<file path="src/rtl/core_pkg.sv">
// Shared core definitions: datapath widths, instruction field positions and
// the major opcodes recognised by decode.
package core_pkg;

  localparam int unsigned XLEN = 32;
  localparam int unsigned ILEN = 32;

  localparam logic [XLEN-1:0] RESET_PC_DEFAULT = 32'h0000_0000;

  // Bit positions of the fixed instruction fields.
  localparam int unsigned OPC_LSB = 0;
  localparam int unsigned OPC_MSB = 6;
  localparam int unsigned F3_LSB  = 12;
  localparam int unsigned F3_MSB  = 14;
  localparam int unsigned F7_LSB  = 25;
  localparam int unsigned F7_MSB  = 31;

  // Major opcodes consumed by the decode/control unit.
  typedef enum logic [6:0] {
    OPC_R      = 7'b0110011,
    OPC_I      = 7'b0010011,
    OPC_LOAD   = 7'b0000011,
    OPC_STORE  = 7'b0100011,
    OPC_BRANCH = 7'b1100011
  } opcode_e;

endpackage

</file>
<file path="src/rtl/fetch_fifo.sv">
// Small synchronous in-order FIFO with flush. Push and pop may coincide at
// any occupancy; a push into a full FIFO is accepted only alongside a pop.
module fetch_fifo #(
  parameter int unsigned DEPTH = 2,
  parameter int unsigned WIDTH = 64
) (
  input  logic                         clk,
  input  logic                         rst_n,
  input  logic                         push_i,
  input  logic [WIDTH-1:0]             data_i,
  input  logic                         pop_i,
  input  logic                         flush_i,
  output logic [WIDTH-1:0]             data_o,
  output logic [$clog2(DEPTH+1)-1:0]   count_o,
  output logic                         full_o,
  output logic                         empty_o
);

  localparam int unsigned CNT_W = $clog2(DEPTH + 1);
  localparam int unsigned PTR_W = (DEPTH > 1) ? $clog2(DEPTH) : 1;

  logic [WIDTH-1:0] mem_q [DEPTH];
  logic [PTR_W-1:0] wr_ptr_q;
  logic [PTR_W-1:0] rd_ptr_q;
  logic [CNT_W-1:0] count_q;
  logic             push_fire;
  logic             pop_fire;

  // Pointer increment that wraps at DEPTH, so non-power-of-two depths work.
  function automatic logic [PTR_W-1:0] ptr_inc(input logic [PTR_W-1:0] p);
    return (p == PTR_W'(DEPTH - 1)) ? '0 : p + PTR_W'(1);
  endfunction

  assign full_o    = (count_q == CNT_W'(DEPTH));
  assign empty_o   = (count_q == '0);
  assign count_o   = count_q;
  assign data_o    = mem_q[rd_ptr_q];
  assign pop_fire  = pop_i && !empty_o;
  assign push_fire = push_i && !flush_i && (!full_o || pop_fire);

  // Pointer and occupancy bookkeeping; flush discards every entry at once.
  // NOTE: sequential state uses non-blocking assignments so every register
  // samples the pre-edge values, independent of statement order.
  always_ff @(posedge clk or negedge rst_n) begin
    if (!rst_n) begin
      wr_ptr_q <= '0;
      rd_ptr_q <= '0;
      count_q  <= '0;
    end else if (flush_i) begin
      wr_ptr_q <= '0;
      rd_ptr_q <= '0;
      count_q  <= '0;
    end else begin
      if (push_fire) wr_ptr_q <= ptr_inc(wr_ptr_q);
      if (pop_fire)  rd_ptr_q <= ptr_inc(rd_ptr_q);
      count_q <= count_q + CNT_W'(push_fire) - CNT_W'(pop_fire);
    end
  end

  // Entry storage write port.
  // NOTE: storage is deliberately not reset; validity is tracked by count_q,
  // so stale contents are never observed and the array maps to plain flops/RAM.
  always_ff @(posedge clk) begin
    if (push_fire) mem_q[wr_ptr_q] <= data_i;
  end

endmodule

</file>
<file path="src/rtl/instr_fetch.sv">
// Instruction fetch stage: owns the PC, issues credit-limited word reads to
// instruction memory, buffers responses in order and hands them to decode.
// A branch redirect flushes the buffer and marks in-flight reads as stale.
module instr_fetch
  import core_pkg::*;
#(
  parameter int unsigned       XLEN       = core_pkg::XLEN,
  parameter logic [XLEN-1:0]   RESET_PC   = XLEN'(RESET_PC_DEFAULT),
  parameter int unsigned       FIFO_DEPTH = 2
) (
  input  logic            clk,
  input  logic            rst_n,
  output logic            imem_req,
  output logic [XLEN-1:0] imem_addr,
  input  logic            imem_gnt,
  input  logic            imem_rvalid,
  input  logic [XLEN-1:0] imem_rdata,
  input  logic            redirect_valid,
  input  logic [XLEN-1:0] redirect_pc,
  output logic            id_valid,
  input  logic            id_ready,
  output logic [XLEN-1:0] id_instr,
  output logic [XLEN-1:0] id_pc,
  output logic [6:0]      id_opcode,
  output logic [2:0]      id_funct3,
  output logic [6:0]      id_funct7
);

  localparam int unsigned CNT_W = $clog2(FIFO_DEPTH + 1);

  // Fetch state.
  logic            req_en_q;
  logic [XLEN-1:0] fetch_pc_q;
  logic [XLEN-1:0] fetch_pc_d;
  logic [CNT_W-1:0] discard_q;
  logic [CNT_W-1:0] discard_d;

  // Instruction buffer ({instr, pc} per entry).
  logic              fifo_push;
  logic              fifo_pop;
  logic [2*XLEN-1:0] fifo_wdata;
  logic [2*XLEN-1:0] fifo_rdata;
  logic [CNT_W-1:0]  fifo_count;
  logic              fifo_full;
  logic              fifo_empty;

  // PC queue: one entry per in-flight read, so its occupancy is the
  // outstanding count and its head is the PC of the next response.
  logic [XLEN-1:0]   pcq_head;
  logic [CNT_W-1:0]  outstanding;
  logic              pcq_full;
  logic              pcq_empty;

  logic [CNT_W:0]    inflight;
  logic              credit_ok;
  logic              req_raw;
  logic              gnt_fire;
  logic              drop_rsp;
  logic              unused_redirect_lsbs;

  // Credit: buffered plus in-flight words never exceed the buffer depth, so a
  // response always has a slot waiting for it.
  assign inflight  = {1'b0, fifo_count} + {1'b0, outstanding};
  assign credit_ok = (inflight < (CNT_W+1)'(FIFO_DEPTH));
  assign req_raw   = req_en_q && credit_ok;
  assign imem_req  = req_raw && !redirect_valid;
  assign imem_addr = fetch_pc_q;

  // A grant seen in a redirect cycle answers the request imem observed on the
  // credit alone; it is counted so that its response is later discarded.
  assign gnt_fire  = imem_gnt && req_raw;

  // Responses are dropped while stale reads from before a redirect drain.
  assign drop_rsp   = imem_rvalid && (discard_q != '0);
  assign fifo_push  = imem_rvalid && !drop_rsp;
  assign fifo_wdata = {imem_rdata, pcq_head};
  assign fifo_pop   = id_valid && id_ready;

  assign unused_redirect_lsbs = ^redirect_pc[1:0];

  fetch_fifo #(
    .DEPTH (FIFO_DEPTH),
    .WIDTH (2*XLEN)
  ) u_instr_buf (
    .clk     (clk),
    .rst_n   (rst_n),
    .push_i  (fifo_push),
    .data_i  (fifo_wdata),
    .pop_i   (fifo_pop),
    .flush_i (redirect_valid),
    .data_o  (fifo_rdata),
    .count_o (fifo_count),
    .full_o  (fifo_full),
    .empty_o (fifo_empty)
  );

  fetch_fifo #(
    .DEPTH (FIFO_DEPTH),
    .WIDTH (XLEN)
  ) u_pc_queue (
    .clk     (clk),
    .rst_n   (rst_n),
    .push_i  (gnt_fire),
    .data_i  (fetch_pc_q),
    .pop_i   (imem_rvalid),
    .flush_i (1'b0),
    .data_o  (pcq_head),
    .count_o (outstanding),
    .full_o  (pcq_full),
    .empty_o (pcq_empty)
  );

  // Next fetch PC and stale-response count.
  // NOTE: every variable assigned here gets a default first, so no path can
  // leave it unassigned and infer a latch.
  always_comb begin
    fetch_pc_d = fetch_pc_q;
    discard_d  = discard_q;
    if (redirect_valid) begin
      fetch_pc_d = {redirect_pc[XLEN-1:2], 2'b00};
      // Everything still in flight after this edge belongs to the old path.
      // A response arriving now is retired here (dropped or flushed).
      discard_d  = CNT_W'({1'b0, outstanding} + (CNT_W+1)'(gnt_fire)
                          - (CNT_W+1)'(imem_rvalid));
    end else begin
      if (gnt_fire) fetch_pc_d = fetch_pc_q + XLEN'(4);
      if (drop_rsp) discard_d  = discard_q - CNT_W'(1);
    end
  end

  // Fetch state registers; requests are enabled from the first edge after
  // reset release.
  always_ff @(posedge clk or negedge rst_n) begin
    if (!rst_n) begin
      req_en_q   <= 1'b0;
      fetch_pc_q <= RESET_PC;
      discard_q  <= '0;
    end else begin
      req_en_q   <= 1'b1;
      fetch_pc_q <= fetch_pc_d;
      discard_q  <= discard_d;
      // Credit makes these impossible; they flag a broken imem or credit bug.
      assert (!(fifo_push && fifo_full && !fifo_pop && !redirect_valid));
      assert (!(imem_rvalid && pcq_empty));
      assert (!(gnt_fire && pcq_full && !imem_rvalid));
    end
  end

  // Decode-facing view of the buffer head.
  assign id_valid  = !fifo_empty;
  assign id_instr  = fifo_rdata[2*XLEN-1:XLEN];
  assign id_pc     = fifo_rdata[XLEN-1:0];
  assign id_opcode = id_instr[OPC_MSB:OPC_LSB];
  assign id_funct3 = id_instr[F3_MSB:F3_LSB];
  assign id_funct7 = id_instr[F7_MSB:F7_LSB];

endmodule
</file>
<file path="config.mk">
export PLATFORM = sky130hd
export DESIGN_NAME = instr_fetch
export DESIGN_NICKNAME = d
export VERILOG_FILES = /design/src/rtl/core_pkg.sv /design/src/rtl/fetch_fifo.sv /design/src/rtl/instr_fetch.sv
export SDC_FILE = /design/constraint.sdc
export NUM_CORES = 1
export LEC_CHECK = 0
export ABC_AREA = 1
export BUFFER_PORTS_ARGS = -buffer_cell sky130_fd_sc_hd__buf_2
export CORE_MARGIN = 10
export CORE_UTILIZATION = 50
export CTS_CLUSTER_SIZE = 14
export DETAILED_ROUTE_END_ITERATION = 10
export HOLD_SLACK_MARGIN = 0.15
export PLACE_DENSITY = 0.76
export SLEW_MARGIN = 25
export SYNTH_ARGS = -nofsm -noshare
export SYNTH_HDL_FRONTEND = slang
export SYNTH_HIERARCHICAL = 1
export SYNTH_SLANG_ARGS = --single-unit
</file>
<file path="constraint.sdc">
create_clock -name clk -period 10.8 [get_ports clk]
set_input_delay 1.08 -clock clk [delete_from_list [all_inputs] [get_ports clk]]
set_output_delay 1.08 -clock clk [all_outputs]
set_load 0.02 [all_outputs]
</file>
==> summary.md, run 1 <==
| Metric | Value |
|---|---|
| Status | `finished, final reports clean` |
| # rows | `52` |
| CP max stage cell | `nor2_4` |
| Largest net degree at the start of global routing | `66` |
| Crit end category | `flop` |
| Worst-Skew Late Latency | `0.51 ns` |
| Leakage power figure | `5.24 nW` |
| WL per Instance | `approximately 15 microns` |
| Hold Crit Class | `reg -> reg` |
| Fill count | `1600` |
| RR Endpoint | `u_instr_buf/mem_q[1][8]` |
| Fmax | `0.327 GHz` |
| Die H | `162 microns` |
| Max cap viols | `0` |
| Worst min-delay path endpoint | `discard_q[1]` |
| Setup repair after global routing missed its margin | `false` |
| Crit path cell chain | `buf_2 -> inv_1 -> nand2_1 -> inv_1 -> o21ai_2 -> nor2_4 -> buf_4` |
| Critical path arrival | `3.20 ns` |
| Routed WL | `22000 microns` |
| CP max stage delay | `roughly 0.71 ns` |
| DP Area | `11100 sq um` |
| Global-route wire length before repair | `34600 microns` |
| TritonCTS Buffers | `24` |
| Post-Synthesis Cells | `979` |
| Number of buffers and inverters on the critical path | `4` |
| Hold Vio Cnt, Final | `0` |
| Antenna-violating nets left | `0` |
| Worst path top cell family by delay | `buffers and inverters` |
| Crit path top cell by count | `inv_1` |
| Critical path class | `in -> reg` |
| PD cells | `199 nW/um^2` |
| Hold Path Stages | `2` |
| Antenna violations before repair | `0` |
| Cell Area, Synth | `10100 sq um` |
| Reg clk slew, reported paths | `0.06 ns` |
| Worst-path fanout max | `37` |
| DRC viols | `0` |
| Minimum clock period | `3.06 ns` |
| Final TNS setup | `0 ns` |
| Tcrit/Tclk final | `28.3%` |
| Hold_sp | `discard_q[1]` |
| DR vias/cell | `4.87` |
| Pins Over Slew Limit | `0` |
| Max VDD drop | `approximately 0.11 mV` |
| Warnings, synthesis | `6` |
| Die footprint | `26400 sq um` |
| Final Setup Violations | `0` |
| Core ar. | `20100 sq um` |
| TritonCTS clock tree | `done` |
| Worst r2r src | `u_instr_buf/count_o[1]` |
| Root buf cell | `clkbuf_16` |
| DIE WIDTH | `about 160 microns` |
| H-Tree Depth | `1` |
| Clock tree buffer depth | `3` |
| Starting Density | `between 50% and 60%` |
| # clock sinks | `around 230` |
| Tot GR Track Use | `16.2%` |
| Area delta synth->final | `17.8%` |
| Initial DRC Count | `491` |
| Remaining global-route overflow | `0` |
| Via count | `7000` |
| Post-CTS Setup Bufs | `0` |
| Share of post-route cells with drive strength above 1 | `about 22%` |
| Relative slew slack | `between 30% and 40%` |
| Hold_buf cts | `0` |
| Antenna diode count | `0` |
| Reg2Reg Setup Slack | `8.03 ns` |
| Port Buffers | `180` |
| Clock skew | `0.00922 ns` |
| Post-route cell area | `11900 sq um` |
| Vias in the first global route | `6755` |
| Syn_area_per_cell | `10.4 sq um` |
| CP startpoint kind | `primary input` |
| First-pass detailed-route iteration total | `5` |
| GPL Wtd Cong | `0.905` |
| Required time of the critical path | `10.94 ns` |
| Post_cts resized | `0` |
| Worst Tran Pin Value | `0.928 ns` |
| R2R depth | `7` |
| Post-layout nets | `about 1200` |
| HPWL Detailed | `~15000 microns` |
| # IOs | `185` |
==> final cells by class <==
class                           instances  area [sq um]  share of cell area, %
Sequential cell                       233          6790                   56.9
Clock inverter                          9           104                  0.870
Timing Repair Buffer                  186           948                   7.94
Tap cell                              270           338                   2.83
Clock buffer                           35           723                   6.06
Multi-Input combinational cell        635          2770                   23.2
Inverter                               70           268                   2.24
==> layout by cell type, fill, tap and decap left out, types with 2 or more instances in the layout <==
master,count
buf_2,179
xnor2_1,5
inv_2,5
inv_4,2
edfxtp_1,192
clkinv_2,4
bufinv_16,2
a21oi_1,4
clkbuf_8,6
clkbuf_16,25
o211ai_1,4
nand2_2,4
nand2_4,2
clkbuf_1,4
o21bai_1,10
and2_1,2
nand3_1,50
o21ai_2,2
ha_1,6
conb_1,9
xor2_1,4
nand2_1,450
inv_1,63
o21ai_0,17
dfrtp_1,40
nor2_1,47
nor2_2,5
clkinvlp_4,2
buf_4,7
nor2_4,7
==> worst min-delay path: stages, from the launching register on <==
cell     delay, ns
dfrtp_1       0.34
nand2_1       0.05
nand2_1       0.06
==> registers in the layout, summed over array words and instances, names as in the netlist <==
name	flops
discard_q	2
imem_addr	30
req_en_q	1
u_instr_buf/count_o	2
u_instr_buf/mem_q	128
u_instr_buf/rd_ptr_q	1
u_instr_buf/wr_ptr_q	1
u_pc_queue/count_o	2
u_pc_queue/mem_q	64
u_pc_queue/rd_ptr_q	1
u_pc_queue/wr_ptr_q	1
==> through the flow <==
step / utilization (%) / hold slack, ns / total power, mW / instances / worst slack (ns)
finish: 59.4 / 0.481 / 2.38 / 1438 / 7.74
global route: 59.4 / 0.493 / 2.49 / 1438 / 7.57
CTS: 59.4 / 0.488 / 2.40 / 1438 / 7.73
detailed placement: 55.3 / 0.475 / 1.56 / 1394 / 7.19
global placement: 55.3 / 0.463 / 1.54 / 1394 / 7.23
floorplan: - / 0.449 / 1.43 / 986 / 6.22
==> worst max path at each step <==
stage                         startpoint  slack (ns)                        to  cells past startpoint
final                     redirect_valid        7.74   u_instr_buf/mem_q[1][8]                      7
after global routing      redirect_valid        7.57  u_instr_buf/mem_q[0][27]                      9
after CTS                 redirect_valid        7.73  u_instr_buf/mem_q[1][38]                      7
after detailed placement  redirect_valid        7.19   u_instr_buf/mem_q[1][3]                      7
after global placement    redirect_valid        7.23   u_instr_buf/mem_q[1][7]                      7
after floorplan                 id_ready        6.22   u_instr_buf/mem_q[1][0]                      4
==> layer usage <==
metal	up-vias	global-route usage, %	wire, microns
met2	262	27.6	10600
met4	0	4.30	347
met3	36	3.87	1740
met1	3194	20.1	9310
met5	-	0	0
li1	3508	-	-
==> where the power goes <==
part / switching, mW / internal, mW
sequential: 0.0590 / 1.08
clock: 0.328 / 0.513
combinational: 0.274 / 0.117
Note: power is estimated with default switching activity, not from simulation.
==> run 2, diff against run 1 <==
--- a/config.mk
+++ b/config.mk
@@ -5,7 +5,7 @@
 export SDC_FILE = /design/constraint.sdc
 export NUM_CORES = 1
 export LEC_CHECK = 0
-export ABC_AREA = 1
+export ABC_AREA = 0
 export BUFFER_PORTS_ARGS = -buffer_cell sky130_fd_sc_hd__buf_2
 export CORE_MARGIN = 10
 export CORE_UTILIZATION = 50
==> constraint.sdc (replaced) <==
create_clock -name clk -period 3.1 [get_ports clk]
set_input_delay 0.31 -clock clk [delete_from_list [all_inputs] [get_ports clk]]
set_output_delay 0.31 -clock clk [all_outputs]
set_load 0.02 [all_outputs]
==> run 2 against run 1 <==
  * Final cell count down 20%
  * Synthesized cell count down 37%
  * Power rose to 3.2 times the previous value
  * Critical path type is now reg -> reg
  * Largest power group unchanged
==> summary.md, run 2 <==
| Metric | Value |
|---|---|
| Share of post-route cells with drive strength above 1 | `29.1%` |
| Warnings, synthesis | `6` |
| Commonest cells after routing, fill and taps aside | `edfxtp_1 (192), buf_2 (179), mux2_1 (84)` |
| Leakage power figure | `about 4.7 nW` |
| CP Capture Point | `imem_addr[20]` |
| Pins Over Slew Limit | `0` |
| RR Endpoint | `imem_addr[20]` |
| Worst Tran Pin Value | `0.756 ns` |
| Remaining global-route overflow | `0` |
| TritonCTS clock tree | `done` |
| GPL Wtd Cong | `~0.8` |
| DR vias/cell | `5.34` |
| Critical path arrival | `3.32 ns` |
| # IOs | `185` |
| DRC viols | `0` |
| Vias in the first global route | `6337` |
| Critical path class | `reg -> reg` |
| Status | `finished, final reports clean` |
| Fmax | `~0.34 GHz` |
| Critical Path Start | `u_pc_queue/count_o[0]` |
| Root buf cell | `clkbuf_16` |
| Reg2Reg Setup Slack | `0.18 ns` |
| WL per Instance | `19.0 microns` |
| Area delta synth->final | `27.1%` |
| Max VDD drop | `between 0.4 and 0.5 mV` |
| Post-Synthesis Cells | `about 610` |
| # clock sinks | `233` |
| CP startpoint kind | `flop` |
| Tcrit/Tclk final | `94.1%` |
| PD cells | `625 nW/um^2` |
| R2R depth | `8` |
| Crit end category | `flop` |
| Final Setup Violations | `0` |
| DIE WIDTH | `159 microns` |
| Syn_area_per_cell | `15.8 sq um` |
| H-Tree Depth | `1` |
| Antenna-violating nets left | `0` |
| Tot GR Track Use | `16.7%` |
| Antenna diode count | `0` |
| Worst-path fanout max | `10` |
| Antenna violations before repair | `0` |
| Largest net degree at the start of global routing | `65` |
| # rows | `50` |
| Die footprint | `25400 sq um` |
| Hold Vio Cnt, Final | `0` |
| Die H | `159 microns` |
| Setup repair after global routing missed its margin | `false` |
| Port Buffers | `180` |
| Routed WL | `roughly 22000 microns` |
| Minimum clock period | `2.92 ns` |
| Hold Crit Class | `in -> reg` |
| Initial DRC Count | `355` |
| Required time of the critical path | `3.50 ns` |
| Clock tree buffer depth | `3` |
| Relative slew slack | `between 40% and 50%` |
| Starting Density | `51.4%` |
| TritonCTS Buffers | `25` |
| DP Area | `around 11000 sq um` |
| Min Hold Slack | `0.302 ns` |
| Global-route wire length before repair | `between 30000 and 40000 microns` |
| Worst-Skew Late Latency | `between 0.5 and 0.6 ns` |
| Max FFs per register | `128` |
| Reg clk slew, reported paths | `approximately 0.060 ns` |
| HPWL Detailed | `14400 microns` |
| Via count | `6122` |
| Worst r2r src | `u_pc_queue/count_o[0]` |
| CP max stage cell | `or4_1` |
| Post-layout nets | `944` |
| CP max stage delay | `0.58 ns` |
| First-pass detailed-route iteration total | `4` |
| Core ar. | `18900 sq um` |
| Crit path cell chain | `and2_1 -> fa_1 -> nor2_1 -> nand3_1 -> inv_1 -> nand4_1 -> or4_1 -> a31o_2` |
| Post-route cell area | `~12000 sq um` |
| Clock skew | `0.0141 ns` |
| Commonest non-fill, non-tap cell in the layout | `edfxtp_1` |
| Cell Area, Synth | `9710 sq um` |
| Max cap viols | `0` |
| Reg with most FFs | `u_instr_buf/mem_q` |
[run 2: final cells by class]
| class | instances | area (sq um) |
|---|---|---|
| well taps | 260 | 325 |
| repair buffers | 259 | 1680 |
| inverters | 15 | 56.3 |
| multi-input cells | 333 | 2640 |
| clock inverters | 16 | 206 |
| clock buffers | 30 | 644 |
| fillers | 1380 | 6550 |
| flip-flops and latches | 233 | 6790 |
[run 2: worst min path at each step]
| stage | cells after the start | end | startpoint |
|---|---|---|---|
| after floorplan | 0 | discard_q[0] | rst_n |
| after global placement | 1 | u_instr_buf/count_o[0] | rst_n |
| after detailed placement | 1 | u_instr_buf/mem_q[1][32] | imem_rdata[0] |
| after CTS | 4 | u_pc_queue/rd_ptr_q | imem_rvalid |
| after global routing | 4 | u_pc_queue/rd_ptr_q | imem_rvalid |
| final | 4 | u_pc_queue/rd_ptr_q | imem_rvalid |
[run 2: critical path, delay by kind of cell (launching register included)]
| kind | cells | cell delay (ns) |
|---|---|---|
| and+or+nand+nor | 5 | 1.38 |
| DFF | 1 | 0.47 |
| adders and majority gates | 1 | 0.43 |
| buffers and inverters | 1 | 0.27 |
| AOI/OAI and AO/OA | 1 | 0.26 |
[run 2: per-stage QoR]
step	power, mW	setup TNS, ns	cells	util (%)	worst slack [ns]
finish	7.71	0	1146	65.3	0.182
floorplan	4.36	-14.71	625	-	-0.228
CTS	7.79	0	1146	65.3	0.192
global route	8.00	0	1146	65.3	0.0558
global placement	4.63	0	1035	57.4	0.321
detailed placement	4.68	0	1035	57.4	0.226
[run 2: power breakdown]
group | internal, mW | switching [mW] | total, mW
Combinational | 0.374 | 0.537 | 0.910
Clock | 1.90 | 1.14 | 3.03
Sequential | 3.62 | 0.149 | 3.77
Total | 5.89 | 1.82 | 7.71
[run 2: what timing repair did]
action | in CTS | in global routing
hold endpoints to repair | 137 | 0
resized for setup | 0 | 0
buffers inserted | 0 | 0
hold buffers | 65 | 0
[run 2: layer usage]
| layer | part of all wire (%) | GRT usage [%] |
|---|---|---|
| met1 | 41 | 20.2 |
| met5 | 0 | 0 |
| met3 | 6.7 | 4.29 |
| met4 | 2.8 | 6.11 |
| met2 | 50 | 28.2 |
